[config.mk]
export PLATFORM = sky130hd
export DESIGN_NAME = game_fsm
export DESIGN_NICKNAME = d
export VERILOG_FILES = /design/src/rtl/game_pkg.sv /design/src/rtl/button_debounce.sv /design/src/rtl/game_fsm.sv
export SDC_FILE = /design/constraint.sdc
export NUM_CORES = 1
export LEC_CHECK = 0
export CAP_MARGIN = 20
export CORE_UTILIZATION = 60
export DETAILED_ROUTE_END_ITERATION = 12
export GPL_ROUTABILITY_DRIVEN = 0
export GPL_TIMING_DRIVEN = 0
export PLACE_DENSITY = 0.79
export SLEW_MARGIN = 20
export SYNTH_ARGS = -nofsm -noshare
export SYNTH_HDL_FRONTEND = slang
export SYNTH_SLANG_ARGS = --single-unit
[constraint.sdc]
create_clock -name clk -period 2.9 [get_ports clk]
set_clock_uncertainty 0.15 [all_clocks]
set_input_delay 0.435 -clock clk [delete_from_list [all_inputs] [get_ports clk]]
set_output_delay 0.435 -clock clk [all_outputs]
set_load 0.02 [all_outputs]
[src/rtl/game_pkg.sv]
// Shared game-state encodings for the controller, game logic and renderer.
package game_pkg;

    localparam logic [1:0] StTitle = 2'b00;
    localparam logic [1:0] StMain  = 2'b01;
    localparam logic [1:0] StOver  = 2'b10;
    localparam logic [1:0] StWin   = 2'b11;

    // OVER and WIN share the upper bit, so both end screens decode from it alone.
    function automatic logic is_end_state(input logic [1:0] state);
        return state[1];
    endfunction

endpackage

[src/rtl/button_debounce.sv]
// Two-flop synchroniser followed by a stable-count debouncer for one pushbutton.
module button_debounce #(
    parameter int unsigned DEBOUNCE_CYCLES = 1_000_000
) (
    input  logic clk_i,
    input  logic rst_ni,
    input  logic btn_i,
    output logic level_o
);

    localparam int unsigned CntW = (DEBOUNCE_CYCLES > 1) ? $clog2(DEBOUNCE_CYCLES) : 1;

    logic            sync1_q, sync2_q;
    logic            level_q, level_d;
    logic [CntW-1:0] cnt_q, cnt_d;

    // A sample that agrees with the debounced level restarts the count.
    always_comb begin
        level_d = level_q;
        cnt_d   = cnt_q;
        if (sync2_q == level_q) begin
            cnt_d = '0;
        end else if (cnt_q == CntW'(DEBOUNCE_CYCLES - 1)) begin
            level_d = sync2_q;
            cnt_d   = '0;
        end else begin
            cnt_d = cnt_q + CntW'(1);
        end
    end

    always_ff @(posedge clk_i) begin
        if (!rst_ni) begin
            sync1_q <= 1'b0;
            sync2_q <= 1'b0;
            level_q <= 1'b0;
            cnt_q   <= '0;
        end else begin
            sync1_q <= btn_i;
            sync2_q <= sync1_q;
            level_q <= level_d;
            cnt_q   <= cnt_d;
        end
    end

    assign level_o = level_q;

endmodule

[src/rtl/game_fsm.sv]
// Top-level game flow controller: button conditioning, title/main/end-screen FSM,
// end-screen hold timer and blink strobe.
module game_fsm
    import game_pkg::*;
#(
    parameter int unsigned DEBOUNCE_CYCLES = 1_000_000,
    parameter int unsigned END_HOLD_CYCLES = 150_000_000,
    parameter int unsigned BLINK_CYCLES    = 25_000_000
) (
    input  logic       clk,
    input  logic       reset_n,
    input  logic       btn_fire_raw,
    input  logic       btn_left_raw,
    input  logic       btn_right_raw,
    input  logic       game_over,
    input  logic       game_win,
    output logic       fire,
    output logic       left,
    output logic       right,
    output logic [1:0] game_state,
    output logic       round_reset,
    output logic       blink
);

    localparam int unsigned HoldW  = $clog2(END_HOLD_CYCLES + 1);
    localparam int unsigned BlinkW = (BLINK_CYCLES > 1) ? $clog2(BLINK_CYCLES) : 1;

    logic deb_fire, deb_left, deb_right;

    button_debounce #(.DEBOUNCE_CYCLES(DEBOUNCE_CYCLES)) u_deb_fire (
        .clk_i  (clk),
        .rst_ni (reset_n),
        .btn_i  (btn_fire_raw),
        .level_o(deb_fire)
    );

    button_debounce #(.DEBOUNCE_CYCLES(DEBOUNCE_CYCLES)) u_deb_left (
        .clk_i  (clk),
        .rst_ni (reset_n),
        .btn_i  (btn_left_raw),
        .level_o(deb_left)
    );

    button_debounce #(.DEBOUNCE_CYCLES(DEBOUNCE_CYCLES)) u_deb_right (
        .clk_i  (clk),
        .rst_ni (reset_n),
        .btn_i  (btn_right_raw),
        .level_o(deb_right)
    );

    logic [1:0]        state_q, state_d;
    logic              fire_prev_q, fire_rise_q, fire_rise_d;
    logic              armed_q, armed_d;
    logic [HoldW-1:0]  hold_q, hold_d;
    logic              hold_sat;
    logic [BlinkW-1:0] blink_cnt_q, blink_cnt_d;
    logic              blink_q, blink_d;
    logic              fire_q, fire_d, left_q, left_d, right_q, right_d;
    logic              round_reset_q, round_reset_d;
    logic              main_next;

    always_comb begin
        fire_rise_d = deb_fire & ~fire_prev_q;
        hold_sat    = (hold_q == HoldW'(END_HOLD_CYCLES));

        state_d = state_q;
        case (state_q)
            StTitle: if (fire_rise_q) state_d = StMain;
            StMain: begin
                if (game_over)     state_d = StOver;
                else if (game_win) state_d = StWin;
            end
            default: if (fire_rise_q && hold_sat) state_d = StTitle;
        endcase

        // The pulse coincides with fire_rise; the state moves to MAIN one cycle later.
        round_reset_d = (state_q == StTitle) && fire_rise_d;

        hold_d = hold_q;
        if (state_d != state_q) begin
            hold_d = '0;
        end else if (is_end_state(state_q) && !hold_sat) begin
            hold_d = hold_q + HoldW'(1);
        end

        blink_cnt_d = blink_cnt_q;
        blink_d     = blink_q;
        if ((state_d != state_q) || !is_end_state(state_q)) begin
            blink_cnt_d = '0;
            blink_d     = 1'b0;
        end else if (blink_cnt_q == BlinkW'(BLINK_CYCLES - 1)) begin
            blink_cnt_d = '0;
            blink_d     = ~blink_q;
        end else begin
            blink_cnt_d = blink_cnt_q + BlinkW'(1);
        end

        // A fire held across the start of a round must be released before it counts.
        armed_d = armed_q;
        if (state_q != StMain) begin
            armed_d = 1'b0;
        end else if (!deb_fire) begin
            armed_d = 1'b1;
        end

        main_next = (state_d == StMain);
        fire_d    = main_next && armed_d && deb_fire;
        left_d    = main_next && deb_left;
        right_d   = main_next && deb_right;
    end

    always_ff @(posedge clk) begin
        if (!reset_n) begin
            state_q       <= StTitle;
            fire_prev_q   <= 1'b0;
            fire_rise_q   <= 1'b0;
            armed_q       <= 1'b0;
            hold_q        <= '0;
            blink_cnt_q   <= '0;
            blink_q       <= 1'b0;
            fire_q        <= 1'b0;
            left_q        <= 1'b0;
            right_q       <= 1'b0;
            round_reset_q <= 1'b0;
        end else begin
            state_q       <= state_d;
            fire_prev_q   <= deb_fire;
            fire_rise_q   <= fire_rise_d;
            armed_q       <= armed_d;
            hold_q        <= hold_d;
            blink_cnt_q   <= blink_cnt_d;
            blink_q       <= blink_d;
            fire_q        <= fire_d;
            left_q        <= left_d;
            right_q       <= right_d;
            round_reset_q <= round_reset_d;
        end
    end

    assign fire        = fire_q;
    assign left        = left_q;
    assign right       = right_q;
    assign game_state  = state_q;
    assign round_reset = round_reset_q;
    assign blink       = blink_q;

endmodule

==> run metrics <==
Comb power frac 0.010; TNS Setup 0 ns; Min-Delay Startpoint fire_prev_q$_SDFF_PN0_; Synth Register Bits approximately 130; Final WS setup between 0.4 and 0.5 ns; cell taking the most area after synthesis dfxtp_1; Critical Path RT ~3.2 ns; Root Driver clkbuf_8; crit path max fanout 10; Switching Fraction 0.202; Critical Path End Type flop; via count 4708; Slew Limit Fails 0; Filler cells a little over 700; sequential share of power 0.433; vias in the first global route ~4600; sequential cell area fraction in the yosys report 0.456; Leak Pwr 2.25 nW; Critical Path Start hold_q[0]$_SDFFE_PP0P_; core region area a little over 0.009 sq mm; Post-Syn Nets 670; Crit path largest cell delay 0.42 ns; worst slack, placed around 0.44 ns; Starting Density 0.624; Die Width ~100 um; Setup Buffers After CTS 0; PostCTS Resize Cnt 0; PD cells just over 600 mW/mm^2; dpl hpwl 8050 um; reg-to-reg critical path startpoint hold_q[0]$_SDFFE_PP0P_; later-pin clock latency in the skew report around 0.52 ns; RSZ-0062 raised after global routing false; worst-margin pin slew 0.963 ns; Max stage delay cell, worst path o21ai_1; critical path class reg -> reg; hold buffer count at CTS 0; period utilization 0.853; Tightest Hold Check Type reg -> reg; vias per std cell around 5.7; ys flop type dfxtp_1; GR Util All Layers 0.259; initial antenna violation count 0; # IOs 14; fmax ~400 MHz; Port-buffer cells 13; Yosys warning count 0; Max-Cap Viols 0; Max clock buf depth 2; Remaining DRCs 0; Final setup viols 0; # H-tree levels 4; CTS sink cnt between 100 and 150; Arr. time, crit path approximately 2.7 ns; Final Hold Viols 0; fraction of layout cells with a size suffix above 1 0.0712; CTS Buf Count 17; FP Rows 35; dominant cells by area after synthesis dfxtp_1 46%, xor2_1 10%, nor2_1 7.9%, xnor2_1 4.2%, nand3_1 3.9%; Int Pwr about 3.4 mW; # diodes 0; Worst-path clk slew around 0.06 ns; crit path cell chain inv_1, ha_1, nor4b_1, nand3_1, o21ai_1, buf_2, buf_4, mux2i_1, nor2_1; iteration-0 DRC count of the detailed router around 160; Syn Inst Count 657; crit start category flop; area share of the largest cell type after synthesis 0.456; post-route ant nets 0; First-pass DRT Iterations 5; count of cell types in the netlist between 40 and 50; Post-synth EDFFs 0; die area ~0.01 sq mm; clock power share 0.557; Tmin final 2.47 ns; Switching Power 0.850 mW; grt total ovfl 0; # nets final 702; CTS tree done; first-pass GRT wire length just over 20000 um; Routed WL 12100 um; DIE HEIGHT 100 um; routed wire length per instance 14.5 um; Commonest cells post-synth 132 x dfxtp_1, 122 x nor2_1, 66 x xor2_1; largest net degree at the start of global routing 17; Synth Cell Area around 0.0058 sq mm; P&R area growth vs syn 16.5%; max_slew headroom 0.352; outcome finished, final reports clean; Async SR Flop Fraction 0; post-synthesis area per instance between 8 and 9 sq um; Peak VDD IR a little under 0.5 mV; top-count cell post-synth dfxtp_1
-- power by group through the flow --
stage / clock network (mW) / logic, mW / registers (mW)
after global routing: 2.45 / 0.0447 / 1.82
after CTS: 2.36 / 0.0415 / 1.82
after global placement: 0 / 0.0402 / 1.86
after floorplan: 0 / 0.0235 / 1.86
after detailed placement: 0 / 0.0408 / 1.86
final: 2.34 / 0.0413 / 1.82
-- sequential cells by signal, summed over array words and instances, names as in the netlist, 2 cells and up --
signal,cells
u_deb_right.cnt_q,20
u_deb_left.cnt_q,20
game_state,2
u_deb_fire.cnt_q,20
hold_q,28
blink_cnt_q,25
-- layer usage --
| metal | GRT usage | wire length, um |
|---|---|---|
| met1 | 0.295 | 5290 |
| met2 | 0.460 | 6250 |
| met3 | 0.0669 | 354 |
| met4 | 0.105 | 196 |
| met5 | 0 | 0 |
-- layout by cell type (no fill, tap or decap), types with 6 or more instances in the layout --
| master | netlist | layout |
|---|---|---|
| buf_2 | 6 | 6 |
| nor2b_1 | 8 | 8 |
| clkdlybuf4s50_1 | 0 | 13 |
| nor4_1 | 16 | 14 |
| nor4b_1 | 9 | 9 |
| nor2_1 | 122 | 122 |
| and3_1 | 15 | 15 |
| xor2_1 | 66 | 66 |
| clkbuf_1 | 11 | 11 |
| o31ai_1 | 8 | 8 |
| nand3_1 | 45 | 45 |
| or4_1 | 10 | 10 |
| clkbuf_16 | 0 | 16 |
| and2_1 | 7 | 7 |
| nand2_1 | 46 | 46 |
| and4_1 | 10 | 10 |
| a21oi_1 | 14 | 14 |
| nor3_1 | 6 | 6 |
| or3_1 | 6 | 6 |
| ha_1 | 6 | 6 |
| dfxtp_1 | 132 | 132 |
| nand4_1 | 30 | 30 |
| inv_1 | 17 | 17 |
| xnor2_1 | 28 | 28 |
-- cell families after synthesis --
family / synth area share
adder cells (fa/ha/maj): 0.0130
AO/OA/AOI/OAI: 0.0419
flip-flops: 0.456
multiplexers: 0.00865
buffers and inverters: 0.0298
XOR/XNOR: 0.142
AND/OR/NAND/NOR: 0.308
-- stage by stage --
step,utilization,cell area (sq um),power (mW),std cells,hold slack [ns]
after floorplan,-,5790,1.88,657,0.244
after global placement,0.655,6080,1.90,799,0.250
after detailed placement,0.656,6090,1.90,799,0.272
after CTS,0.726,6740,4.22,831,0.290
after global routing,0.727,6750,4.31,831,0.312
final,0.727,6750,4.20,831,0.287
-- worst max-delay path: cells and delay by family, from the launching register on --
family	cells	cell delay, ns
adders and majority gates	1	0.18
and+or+nand+nor	3	0.43
DFF	1	0.36
AOI/OAI and AO/OA	1	0.42
muxes	1	0.20
buffers and inverters	3	0.63
-- worst paths after layout --
| path | end | slack (ns) | cells after the start |
|---|---|---|---|
| worst max-delay path | hold_q[1]$_SDFFE_PP0P_ | 0.43 | 9 |
| worst min-delay path | fire_rise_q$_SDFF_PN0_ | 0.29 | 1 |
| worst max register to register | hold_q[1]$_SDFFE_PP0P_ | 0.43 | 9 |
| worst min register to register | fire_rise_q$_SDFF_PN0_ | 0.29 | 1 |
-- cell type report --
| cell class | count | area [sq um] | area share |
|---|---|---|---|
| well taps | 129 | 161 | 0.0239 |
| plain buffers | 21 | 109 | 0.0161 |
| inverters | 17 | 63.8 | 0.00946 |
| flip-flops and latches | 132 | 2640 | 0.392 |
| clock buffers | 18 | 428 | 0.0634 |
| clock inverters | 14 | 224 | 0.0332 |
| multi-input cells | 487 | 2990 | 0.443 |
| repair buffers | 13 | 130 | 0.0193 |
Note: power is estimated with default switching activity, not from simulation.
==> RTL edit 1: new RTL, same flow settings <==
The parameter `BLINK_CYCLES` goes from 25_000_000 to 50_000_000.
--- a/src/rtl/game_fsm.sv
+++ b/src/rtl/game_fsm.sv
@@ -5,7 +5,7 @@
 #(
     parameter int unsigned DEBOUNCE_CYCLES = 1_000_000,
     parameter int unsigned END_HOLD_CYCLES = 150_000_000,
-    parameter int unsigned BLINK_CYCLES    = 25_000_000
+    parameter int unsigned BLINK_CYCLES    = 50_000_000
 ) (
     input  logic       clk,
     input  logic       reset_n,
Check against the original RTL: same outputs for any inputs over 10 cycles, from zero or initial values and one cycle with reset_n low; that may be too few to reach the edited logic, so the function may still have changed.
==> RTL edit 1 against the unedited design <==
  * Sequential cell count is 1 higher
  * Non-clock buffer count is 6 higher
  * Final area is 4.8% higher
  * First-iteration DRC count is 16% higher
  * Total power is 3.7% lower
  * Setup slack worse by 0.14 ns
  * Wire length is 8.8% higher
  * Global-route usage is 0.71 points higher
  * Area after synthesis is 6.7% higher
  * Critical path type unchanged
  * Largest cell class unchanged
  * Largest power group unchanged
==> RTL edit 1: results (changes against the unedited design) <==
metric	value	unit	change
muxShareOfSynthArea	0.182	%	was 0.864%
syn_nets	704		was 670
r2r_setup_slack	0.29	ns	was 0.43 ns
grt_usage	26.6	%	was 25.9%
dr_wl_met3	483	um	was 354 um
p_int	3.19	mW	was 3.35 mW
m1WireLength	5860	um	was 5290 um
r2r_cells	6		was 9
ys_top_cells_by_area	dfxtp_1 43%, xnor2_1 4.7%, xor2_1 4.3%		was dfxtp_1 46%, xor2_1 10%, nor2_1 7.9%
first_global_vias	4932		was 4644
wl_met2	6590	um	was 6250 um
critical_path.top_delay_family	simple AND/OR/NAND/NOR gates		was buffers and inverters
timing.rr.end	blink_cnt_q[4]		was hold_q[1]
ys_seq_area_share	43.1	%	was 45.6%
port_buffers	12		was 13
status	finished, final reports clean		unchanged
dpl.hpwl	8970	um	was 8050 um
nets	735		was 702
fillers	726		was 709
hp-class	primary input to flop		was flop to flop
final_layout_size_suffix_gt1_share	8.71	%	was 7.12%
cts_root_buf	clkbuf_8		unchanged
tightest_slew	0.973	ns	was 0.963 ns
firstDrtPassIters	7		was 5
grt_pass1_wl	22000	um	was 20600 um
cp-startpoint	blink_cnt_q[0]		was hold_q[0]
end_kind	flop		unchanged
max_stage_delay	0.80	ns	was 0.42 ns
p_leak	2.16	nW	was 2.25 nW
placedCellCount	836		was 799
synth_xor_xnor_area_share	8.93	%	was 14.2%
vias_per_cell	6.08		was 5.67
synth_cell_types	56		was 46
cp_slowest_cell	nor3_1		was o21ai_1
vias	5276		was 4708
wl	13100	um	was 12100 um
async_flop_share	0	%	unchanged
syn_inst	691		was 657
synth-compound-area-share	12.6	%	was 4.19%
drt-initial-drc-count	187		was 161
crit_arrival	2.87	ns	was 2.74 ns
synth_fa_ha_area_share	1.22	%	was 1.30%
==> RTL edit 1: cell count changes after synthesis, sizes merged, moves of 17 or more <==
| cell | unedited run | this run |
|---|---|---|
| a21oi | 14 | 40 |
| nor2 | 122 | 60 |
| nor3 | 6 | 26 |
| o21ai | 6 | 23 |
| o31ai | 8 | 25 |
| or3 | 6 | 26 |
| or4 | 10 | 31 |
| xor2 | 66 | 30 |
==> RTL edit 1: metrics by stage <==
step                power (mW)  util [%]  worst slack (ns)  area, um^2
floorplan                 1.90         -             0.858        6180
global placement          1.92      65.5             0.329        6460
detailed placement        1.92      65.5             0.346        6460
CTS                       4.08      71.7             0.312        7070
global route              4.15      71.7            0.0822        7070
finish                    4.05      71.7             0.290        7070
==> RTL edit 1: worst min-delay path by stage <==
stage | startpoint | to | slack [ns] | cells past startpoint
6_report | reset_n | armed_q | 0.27 | 2
5_1_grt | reset_n | armed_q | 0.29 | 2
4_1_cts | reset_n | armed_q | 0.25 | 2
3_5_place_dp | fire_prev_q | fire_rise_q | 0.27 | 1
3_3_place_gp | fire_prev_q | fire_rise_q | 0.25 | 1
2_1_floorplan | fire_prev_q | fire_rise_q | 0.24 | 1
==> RTL edit 1: area by class of cell <==
type / instances / share of cell area (%)
sequential: 133 / 37.7
timing repair buffer: 12 / 1.70
clock buffer: 19 / 6.11
buffer: 28 / 2.07
inverter: 23 / 1.22
multi-input combinational: 507 / 46.4
clock inverter: 13 / 2.46
tap: 133 / 2.35
==> RTL edit 1: cell families (layout without fill, tap and decap cells) <==
| group | count (synthesis) | count (layout) |
|---|---|---|
| AO/OA/AOI/OAI | 116 | 116 |
| AND/OR/NAND/NOR | 321 | 321 |
| flip-flops | 133 | 133 |
| multiplexers | 1 | 1 |
| adder cells (fa/ha/maj) | 6 | 6 |
| buffers and inverters | 51 | 95 |
| XOR/XNOR | 63 | 63 |
==> RTL edit 1: per-layer routing <==
layer	global-route usage [%]	vias to the layer above
met4	10.7	0
met1	30.5	2527
li1	-	2622
met5	0	-
met3	7.39	22
met2	46.7	105
==> RTL edit 1: power groups by stage <==
stage               clock network, mW  registers (mW)  logic, mW
floorplan                           0            1.87     0.0262
global placement                    0            1.88     0.0406
detailed placement                  0            1.88     0.0416
CTS                              2.20            1.84     0.0418
global route                     2.27            1.84     0.0460
finish                           2.17            1.84     0.0417
==> RTL edit 2: new RTL, same settings <==
Made on the original files. Make the reset (`reset_n` and `rst_ni`) asynchronous in 2 clocked blocks.
--- a/src/rtl/button_debounce.sv
+++ b/src/rtl/button_debounce.sv
@@ -28,7 +28,7 @@
         end
     end
 
-    always_ff @(posedge clk_i) begin
+    always_ff @(posedge clk_i or negedge rst_ni) begin
         if (!rst_ni) begin
             sync1_q <= 1'b0;
             sync2_q <= 1'b0;
--- a/src/rtl/game_fsm.sv
+++ b/src/rtl/game_fsm.sv
@@ -109,7 +109,7 @@
         right_d   = main_next && deb_right;
     end
 
-    always_ff @(posedge clk) begin
+    always_ff @(posedge clk or negedge reset_n) begin
         if (!reset_n) begin
             state_q       <= StTitle;
             fire_prev_q   <= 1'b0;
Function: no difference found for any inputs over 10 cycles, from zero or initial values and one cycle with reset_n low; that may be too few to reach the edited logic, so the function may still have changed.
==> RTL edit 2 against the unedited design <==
  * Final area increased by 7.4%
  * Non-clock buffer count is 2 lower
  * Count of clock-buffer cells in the layout unchanged
  * Area after synthesis up 8.9%
  * Critical path type unchanged
  * Wire length increased by 2.5%
  * Setup slack worse by 0.059 ns
  * Sequential cell count is the same
Power is not compared: it rests on default switching activity, and its combinational part moved more than twofold at a synthesized area within 25%.
==> RTL edit 2: results (changes against the unedited design) <==
metric	value	unit	change
dpl.hpwl	8170	um	was 8050 um
hp-class	primary input to flop		was flop to flop
seq_area	3300	um^2	was 2640 um^2
grt_pass1_wl	21900	um	was 20600 um
tightest_slew	0.757	ns	was 0.963 ns
multi_input_gates	459		was 487
ys_top_cells_by_area	dfrtp_1 52%, xnor2_1 8.6%, nor2_1 8.2%		was dfxtp_1 46%, xor2_1 10%, nor2_1 7.9%
multi_input_area_share	39.1	%	was 44.3%
place_area	6650	um^2	was 6090 um^2
hold_buffers	1		was 0
async_flop_share	100	%	was 0%
vias_per_cell	5.72		was 5.67
layout.nonclk_buf_share	3.78	%	was 3.54%
inverters	20		was 17
final_layout_size_suffix_gt1_share	8.46	%	was 7.12%
vias	4636		was 4708
ys_seq_area_share	52.4	%	was 45.6%
setup_ws	0.366	ns	was 0.426 ns
hold_start	btn_fire_raw		was fire_prev_q
rows	37		was 35
clockNetworkAreaShare	8.10	%	was 9.66%
seq_share	45.6	%	was 39.2%
synth_fa_ha_area_share	1.19	%	was 1.30%
syn_inst	628		was 657
syn_nets	641		was 670
signal_buffers	32		was 34
crit_arrival	2.79	ns	was 2.74 ns
status	finished, final reports clean		unchanged
r2r-start	u_deb_fire.cnt_q[0]		was hold_q[0]
cp-endpoint	u_deb_fire.cnt_q[14]		was hold_q[1]
drt-initial-drc-count	316		was 161
[RTL edit 2: cell types whose count changed after synthesis, sizes merged, moves of 8 or more]
cell	before	now
xor2	66	42
dfrtp	0	132
nor3	6	14
nor2	122	137
nand2	46	29
a21oi	14	3
xnor2	28	62
dfxtp	132	0
[RTL edit 2: critical path, cell delays in order (launching register included)]
cell and delay, ns:
dfrtp_1 0.39, ha_1 0.21, and4_1 0.31, nand2_1 0.12, nor4_1 0.51, or2_2 0.20
buf_2 0.20, buf_2 0.25, nor2_1 0.08
[RTL edit 2: metrics by stage]
step | TNS [ns] | hold slack (ns)
detailed placement | 0 | 0.188
global placement | -475.41 | 0.182
floorplan | 0 | -0.0106
global route | 0 | 0.185
finish | 0 | 0.195
CTS | 0 | 0.186
[RTL edit 2: metal layers]
metal / routed length (um) / part of all wire (%) / global-route usage (%)
met1: 5330 / 43 / 32.9
met2: 6300 / 51 / 42.1
met3: 504 / 4.1 / 5.39
met4: 246 / 2.0 / 10.2
met5: 0 / 0 / 0
